File: src/rtl/mem_stage_lsu.sv
// mem_stage_lsu: memory-access pipeline stage between EX and WB.
//
// Holds one instruction. For loads that issued a data request it waits for
// the data-memory response, aligns and sign/zero-extends the returned word,
// and keeps the response in a one-entry buffer while WB is stalled.
// Responses that belong to flushed loads are counted and dropped.
//
// Optional feature macro: MEM_LOAD_BYPASS_EN
//   defined   : load data is forwarded on the bypass bus in the cycle it
//               arrives, so byp_pending drops as soon as data is usable.
//   undefined : byp_pending stays high while a requesting load sits in MEM;
//               consumers wait until it has moved on to WB.
//
// Handshake: both sides use strict valid/ready. A transfer happens on a
// rising edge where valid and ready are both high; valid never depends on
// the downstream ready of the same interface, and a flush cancels any
// transfer in its cycle (no capture, no handoff).
//
// Debug outputs dbg_discard_cnt / dbg_buf_valid expose internal state for
// checkers and waveform inspection; they have no functional role.

module mem_stage_lsu #(
  parameter int XLEN            = 32,  // 32 or 64
  parameter int RF_AW           = 5,
  parameter int MAX_OUTSTANDING = 2
) (
  input  logic                                 clk,
  input  logic                                 reset,
  // EX -> MEM
  input  logic                                 in_valid,
  output logic                                 in_ready,
  input  logic [XLEN-1:0]                      in_pc,
  input  logic [XLEN-1:0]                      in_alu_result,
  input  logic                                 in_rf_we,
  input  logic [RF_AW-1:0]                     in_rf_waddr,
  input  logic [2:0]                           in_ld_op,
  input  logic                                 in_req_sent,
  // data-memory response
  input  logic                                 data_ok,
  input  logic [XLEN-1:0]                      data_rdata,
  // pipeline kill
  input  logic                                 flush,
  // MEM -> WB
  output logic                                 out_valid,
  input  logic                                 out_ready,
  output logic [XLEN-1:0]                      out_pc,
  output logic                                 out_rf_we,
  output logic [RF_AW-1:0]                     out_rf_waddr,
  output logic [XLEN-1:0]                      out_wdata,
  // bypass bus towards earlier stages
  output logic                                 byp_we,
  output logic [RF_AW-1:0]                     byp_waddr,
  output logic [XLEN-1:0]                      byp_wdata,
  output logic                                 byp_pending,
  // debug visibility of internal state
  output logic [$clog2(MAX_OUTSTANDING+1)-1:0] dbg_discard_cnt,
  output logic                                 dbg_buf_valid
);

  localparam int CW = $clog2(MAX_OUTSTANDING + 1);
  localparam logic [CW-1:0] MAX_CNT = CW'(MAX_OUTSTANDING);

  // load operation encodings; 5..7 all behave as a full word load
  localparam logic [2:0] LD_NONE = 3'd0;
  localparam logic [2:0] LD_B    = 3'd1;
  localparam logic [2:0] LD_BU   = 3'd2;
  localparam logic [2:0] LD_H    = 3'd3;
  localparam logic [2:0] LD_HU   = 3'd4;

  // ---------------------------------------------------------------------
  // State
  // ---------------------------------------------------------------------
  logic              valid_q,       valid_d;
  logic [XLEN-1:0]   pc_q,          pc_d;
  logic [XLEN-1:0]   alu_q,         alu_d;
  logic              rf_we_q,       rf_we_d;
  logic [RF_AW-1:0]  rf_waddr_q,    rf_waddr_d;
  logic [2:0]        ld_op_q,       ld_op_d;
  logic              need_data_q,   need_data_d;
  logic              buf_valid_q,   buf_valid_d;
  logic [31:0]       buf_data_q,    buf_data_d;
  logic [CW-1:0]     discard_cnt_q, discard_cnt_d;

  // ---------------------------------------------------------------------
  // Control signals
  // ---------------------------------------------------------------------
  logic got_data;     // response this cycle belongs to the held load
  logic ready_go;     // held entry has everything it needs to leave
  logic accept;       // EX -> MEM transfer this cycle
  logic handoff;      // MEM -> WB transfer this cycle
  logic discard_inc;  // flushed load will still receive a response
  logic discard_dec;  // a response for an earlier flushed load arrived

  // Handshake and response-ownership decisions for the current cycle.
  always_comb begin
    got_data    = data_ok & (discard_cnt_q == '0);
    ready_go    = ~need_data_q | buf_valid_q | got_data;
    in_ready    = (~valid_q | (ready_go & out_ready)) & (discard_cnt_q < MAX_CNT);
    out_valid   = valid_q & ready_go & ~flush;
    accept      = in_valid & in_ready & ~flush;
    handoff     = out_valid & out_ready;
    // A response already buffered or arriving right now needs no discard.
    discard_inc = flush & valid_q & need_data_q & ~buf_valid_q & ~got_data;
    discard_dec = data_ok & (discard_cnt_q != '0);
  end

  // ---------------------------------------------------------------------
  // Load data alignment and extension
  // ---------------------------------------------------------------------
  logic [31:0]     ld_word;
  logic [7:0]      ld_byte;
  logic [15:0]     ld_half;
  logic [XLEN-1:0] ld_ext;

  // Pick the buffered or live word, then select and extend the addressed lane.
  always_comb begin
    ld_word = buf_valid_q ? buf_data_q : data_rdata[31:0];
    ld_byte = ld_word[{alu_q[1:0], 3'b000} +: 8];
    ld_half = alu_q[1] ? ld_word[31:16] : ld_word[15:0];
    case (ld_op_q)
      LD_B:    ld_ext = XLEN'($signed(ld_byte));
      LD_BU:   ld_ext = XLEN'(ld_byte);
      LD_H:    ld_ext = XLEN'($signed(ld_half));
      LD_HU:   ld_ext = XLEN'(ld_half);
      default: ld_ext = XLEN'($signed(ld_word));
    endcase
  end

  // ---------------------------------------------------------------------
  // Next-state logic
  // ---------------------------------------------------------------------
  // Entry capture/release, response buffering and the discard counter.
  always_comb begin
    valid_d       = valid_q;
    pc_d          = pc_q;
    alu_d         = alu_q;
    rf_we_d       = rf_we_q;
    rf_waddr_d    = rf_waddr_q;
    ld_op_d       = ld_op_q;
    need_data_d   = need_data_q;
    buf_valid_d   = buf_valid_q;
    buf_data_d    = buf_data_q;
    discard_cnt_d = discard_cnt_q;

    if (flush) begin
      // Flush wins over any capture and drops the held entry.
      valid_d     = 1'b0;
      buf_valid_d = 1'b0;
    end else if (accept) begin
      valid_d     = 1'b1;
      pc_d        = in_pc;
      alu_d       = in_alu_result;
      rf_we_d     = in_rf_we;
      rf_waddr_d  = in_rf_waddr;
      ld_op_d     = in_ld_op;
      need_data_d = (in_ld_op != LD_NONE) & in_req_sent;
      buf_valid_d = 1'b0;
    end else if (handoff) begin
      valid_d     = 1'b0;
      buf_valid_d = 1'b0;
    end else if (valid_q & need_data_q & ~buf_valid_q & got_data & ~out_ready) begin
      // WB is stalled: keep the response so the memory need not hold it.
      buf_valid_d = 1'b1;
      buf_data_d  = data_rdata[31:0];
    end

    // Simultaneous increment and decrement cancel out.
    case ({discard_inc, discard_dec})
      2'b10:   discard_cnt_d = discard_cnt_q + CW'(1);
      2'b01:   discard_cnt_d = discard_cnt_q - CW'(1);
      default: discard_cnt_d = discard_cnt_q;
    endcase
  end

  // State register with synchronous active-high reset.
  always_ff @(posedge clk) begin
    if (reset) begin
      valid_q       <= 1'b0;
      pc_q          <= '0;
      alu_q         <= '0;
      rf_we_q       <= 1'b0;
      rf_waddr_q    <= '0;
      ld_op_q       <= LD_NONE;
      need_data_q   <= 1'b0;
      buf_valid_q   <= 1'b0;
      buf_data_q    <= '0;
      discard_cnt_q <= '0;
    end else begin
      valid_q       <= valid_d;
      pc_q          <= pc_d;
      alu_q         <= alu_d;
      rf_we_q       <= rf_we_d;
      rf_waddr_q    <= rf_waddr_d;
      ld_op_q       <= ld_op_d;
      need_data_q   <= need_data_d;
      buf_valid_q   <= buf_valid_d;
      buf_data_q    <= buf_data_d;
      discard_cnt_q <= discard_cnt_d;
    end
  end

  // ---------------------------------------------------------------------
  // Outputs
  // ---------------------------------------------------------------------
  // WB result, bypass bus and debug visibility.
  always_comb begin
    out_pc          = pc_q;
    out_rf_we       = out_valid & rf_we_q;
    out_rf_waddr    = rf_waddr_q;
    out_wdata       = (ld_op_q != LD_NONE) ? ld_ext : alu_q;
    byp_we          = valid_q & rf_we_q;
    byp_waddr       = rf_waddr_q;
    byp_wdata       = out_wdata;
`ifdef MEM_LOAD_BYPASS_EN
    byp_pending     = valid_q & need_data_q & ~buf_valid_q & ~got_data;
`else
    byp_pending     = valid_q & need_data_q;
`endif
    dbg_discard_cnt = discard_cnt_q;
    dbg_buf_valid   = buf_valid_q;
  end

endmodule
File: config.mk
export PLATFORM = sky130hd
export DESIGN_NAME = mem_stage_lsu
export DESIGN_NICKNAME = d
export VERILOG_FILES = /design/src/rtl/mem_stage_lsu.sv
export SDC_FILE = /design/constraint.sdc
export NUM_CORES = 1
export LEC_CHECK = 0
export BUFFER_PORTS_ARGS = -buffer_cell sky130_fd_sc_hd__buf_2
export CORE_MARGIN = 2
export CORE_UTILIZATION = 30
export CTS_CLUSTER_SIZE = 25
export DETAILED_ROUTE_END_ITERATION = 7
export GPL_TIMING_DRIVEN = 0
export PLACE_DENSITY_LB_ADDON = 0.12
export SETUP_SLACK_MARGIN = 0.15
export SYNTH_ARGS = -nofsm -noshare
export SYNTH_HDL_FRONTEND = slang
export SYNTH_SLANG_ARGS = --single-unit
export TNS_END_PERCENT = 10
File: constraint.sdc
create_clock -name clk -period 2.1 [get_ports clk]
set_input_delay 0 -clock clk [delete_from_list [all_inputs] [get_ports clk]]
set_output_delay 0 -clock clk [all_outputs]
set_load 0.005 [all_outputs]
==> summary.txt <==
Logic synthesis
  • Synth Area in Simple Gates: 16.1%
  • Post-synthesis sequential area ratio: 35.3%
  • Mapped Cells: around 690
  • Mapped Area: between 6000 and 7000 sq um
  • Synth Flop Type: dfxtp_1
  • Largest family of logic cells by synthesized area: multiplexers
  • Syn nets: 804
  • Synth Area in Adders: less than 1%
  • Post-synthesis xor/xnor area fraction: less than 1%
  • Yosys reg bits: 110
  • Syn avg cell area: ~9.0 sq um
  • Yosys warns: 0
  • Compound-cell area share of the yosys netlist: 11.6%
  • Post-synthesis mux area share: approximately 27%
  • Post-synth EDFFs: 0
  • Asr flop ratio synth: 0%
  • Post-synth cell types: a little over 60

Outcome
  • Failing checks: negative setup slack
  • Outcome: finished, violations left

Route
  • Vias per cell: 4.82
  • Routed wl met2: 10900 um
  • Final WL: around 23000 um
  • Detail Route Antenna Nets: 0
  • DR top layer: met5
  • DRC viols: 0
  • WL met3: 1350 um
  • Routed vias: roughly 6400
  • Met1 WL: roughly 10000 um
  • First-pass DRT Iterations: 4
  • Routed length per instance: 17.2 um
  • Iteration-0 DRC Markers: ~340

Power
  • Pwr Total: between 5000 and 6000 uW
  • Power Dens Cells: ~550 nW/um^2
  • Leakage dissipation: between 0.004 and 0.005 uW
  • Maximum VDD drop: 0.000403 V

Floorplan
  • Die ar.: about 22000 sq um
  • Die W: about 150 um
  • Core ar.: between 20000 and 25000 sq um
  • # IOs: roughly 230
  • Die height: between 100 and 150 um
  • Core Rows: 52
  • Starting density of the core: 30.7%

STA
  • Crit path time final: about 2.5 ns
  • Setup total negative slack: -15.47 ns
  • Setup ws final: -0.402 ns
  • Rel. slew slack: a little under three fifths
  • Number of hold violations in the final report: 0
  • Fmax: about 400 MHz
  • Final clock period utilization by the worst path: 119%
  • RSZ-0062 raised after global routing: yes
  • Worst slew pin tran: ~0.65 ns
  • Final Skew: between 0.01 and 0.015 ns
  • Final Setup Violations: 61
  • Final max-slew violation count: 0

Place
  • Final Wtd Congestion: just under 0.9
  • # port buffers: between 200 and 250
  • DP Wirelength: between 15000 and 20000 um

Job
  • Max cap viols: 0

Min path
  • Hold Crit Class: input port to flop

CTS
  • H-tree depth: 3
  • CTS max path bufs: 2
  • CTS Root Cell: clkbuf_16
  • TritonCTS Buffers: 9
  • CTS sink count: 110
  • Clock transition at the registers of the reported paths: approximately 0.07 ns
  • CTS tree: yes
  • Worst-Skew Late Latency: roughly 0.36 ns

Global routing
  • Vias in the first global route: between 6000 and 7000
  • Initial antenna violation count: 2
  • First-pass GRT wire length: ~35000 um
  • Overflow after GRT: 0
  • Largest net degree at the start of global routing: 20
  • Gr usage total: about a fifth

Critical path
  • CP max stage delay: 0.59 ns
  • Critical path endpoint category: output port
  • Reg2Reg Depth: 9
  • Crit path DAT: about 2.5 ns
  • Worst path slowest cell: mux4_2
  • FF-to-FF Start: dbg_buf_valid
  • WP depth: 7
  • CP Buf/Inv Count: 3
  • Reg2Reg Setup Slack: -0.12 ns
  • Req. time, crit path: 2.10 ns
  • Worst r2r dst: dbg_discard_cnt[1]
  • Critical Path End: out_wdata[14]
  • Beginning of the critical path: dbg_buf_valid
  • Critical-path maximum fanout: 6
  • Worst setup path category: flop to output port
  • Crit path cell chain: buf_8 > mux4_2 > mux2i_4 > o31ai_4 > a221o_1 > buf_4 > buf_6
  • Critical Path Source Type: flop
  • CP delay by family, top: multiplexers

Cells and area
  • Utilization after layout: a little under half
  • Layout cells sized above 1: a little under two fifths
  • Area Growth Syn to Fin: 55.1%
  • Final Net Count: between 1000 and 1500
  • # fillers: between 2000 and 2500
Yosys cell counts, types with 4 or more instances:
cell	number	share of area [%]
nand2_1	156	9.4
mux2i_1	115	18
dfxtp_1	110	35
nor2_1	45	2.7
buf_4	44	5.3
clkbuf_1	29	1.7
mux2_2	23	4.2
a221o_1	22	3.5
buf_2	14	1.1
a31oi_1	9	0.90
mux4_2	9	3.2
a21oi_1	7	0.56
a21o_1	6	0.72
a2bb2oi_1	6	0.84
inv_1	6	0.36
a22o_1	5	0.70
a32oi_1	5	0.70
and3_1	5	0.50
a211oi_1	4	0.48
and2_1	4	0.40
buf_6	4	0.72
nand4_1	4	0.40
layout make-up:
class                   instances  area, sq um  area share [%]
well taps                     270          338            3.49
plain buffers                  93          691            7.14
clock inverters                 6         56.3           0.582
flip-flops and latches        110         2210            22.9
multi-input cells             481         3650            37.7
inverters                       7         26.3           0.272
repair buffers                351         2470            25.6
diodes                          2         5.00          0.0517
clock buffers                   9          225            2.33
state kept, by name, indices dropped and copies added (netlist names):
| name | cells |
|---|---|
| dbg_buf_valid | 1 |
| out_pc | 32 |
| valid_q | 1 |
| need_data_q | 1 |
| buf_data_q | 32 |
| rf_we_q | 1 |
| alu_q | 32 |
| ld_op_q | 3 |
| byp_waddr | 5 |
| dbg_discard_cnt | 2 |
cell families (layout without fill, tap and decap cells):
kind of cell | count (synthesis) | count (layout)
other cells | 0 | 2
simple gates | 237 | 237
compound gates | 89 | 89
xor+xnor | 3 | 3
fa+ha+maj | 2 | 2
mux | 150 | 150
buf+inv | 100 | 466
flops | 110 | 110
worst min-delay path by stage:
| stage | from | end | depth (start not counted) | slack [ns] |
|---|---|---|---|---|
| after CTS | reset | buf_data_q[31] | 2 | 0.14 |
| after floorplan | flush | out_valid | 1 | 0.05 |
| after detailed placement | out_ready | dbg_buf_valid | 2 | 0.21 |
| after global routing | reset | buf_data_q[30] | 2 | 0.17 |
| after global placement | out_ready | dbg_buf_valid | 2 | 0.21 |
| final | reset | buf_data_q[31] | 2 | 0.13 |
placed cells by master (no fill, tap or decap), types with 3 or more instances in the layout:
master	count
clkbuf_1	22
clkbuf_2	5
or3_1	3
clkbuf_16	9
a31oi_2	4
nand2_1	156
mux4_2	9
clkbuf_4	4
nand4_1	4
inv_1	6
a21o_1	6
mux2i_4	3
mux2i_1	114
and3_1	5
o22a_1	3
nor2_1	43
o21ai_0	3
buf_4	53
buf_8	4
dfxtp_1	106
clkinv_4	3
buf_6	27
a211oi_1	4
nand2b_1	3
a31oi_1	5
a21oi_1	5
mux2_4	4
buf_12	3
mux2_2	20
a2bb2oi_1	5
dlygate4sd3_1	109
buf_2	215
a22o_1	5
a221o_1	22
and2_1	4
per-stage QoR:
stage	area (sq um)	setup slack [ns]	instances	hold WS [ns]
floorplan	6270	0.135	691	0.0459
global placement	7730	-0.249	1185	0.210
detailed placement	7730	-0.309	1185	0.210
CTS	9470	-0.449	1324	0.136
global route	9670	-0.479	1327	0.169
finish	9680	-0.402	1329	0.130
power breakdown:
group          switching (uW)  internal [uW]
clock                     872            824
sequential               46.5           2160
combinational             674            792
routing by layer:
metal  GRT usage [%]  up-vias
met3            5.37       22
met4            5.14        2
met2            34.2      198
met1            25.9     3052
met5               0        -
li1                -     3138
timing repair:
| item | in CTS | in global routing |
|---|---|---|
| endpoints found under the setup margin | 125 | 168 |
| setup buffers | 13 | 3 |
| pin swaps | 8 | 12 |
| hold buffers | 109 | 0 |
| cloned | 2 | 0 |
| endpoints found under the hold margin | 108 | 0 |
| gates resized for setup | 56 | 42 |
No activity file was read; power rests on OpenSTA's default activity.
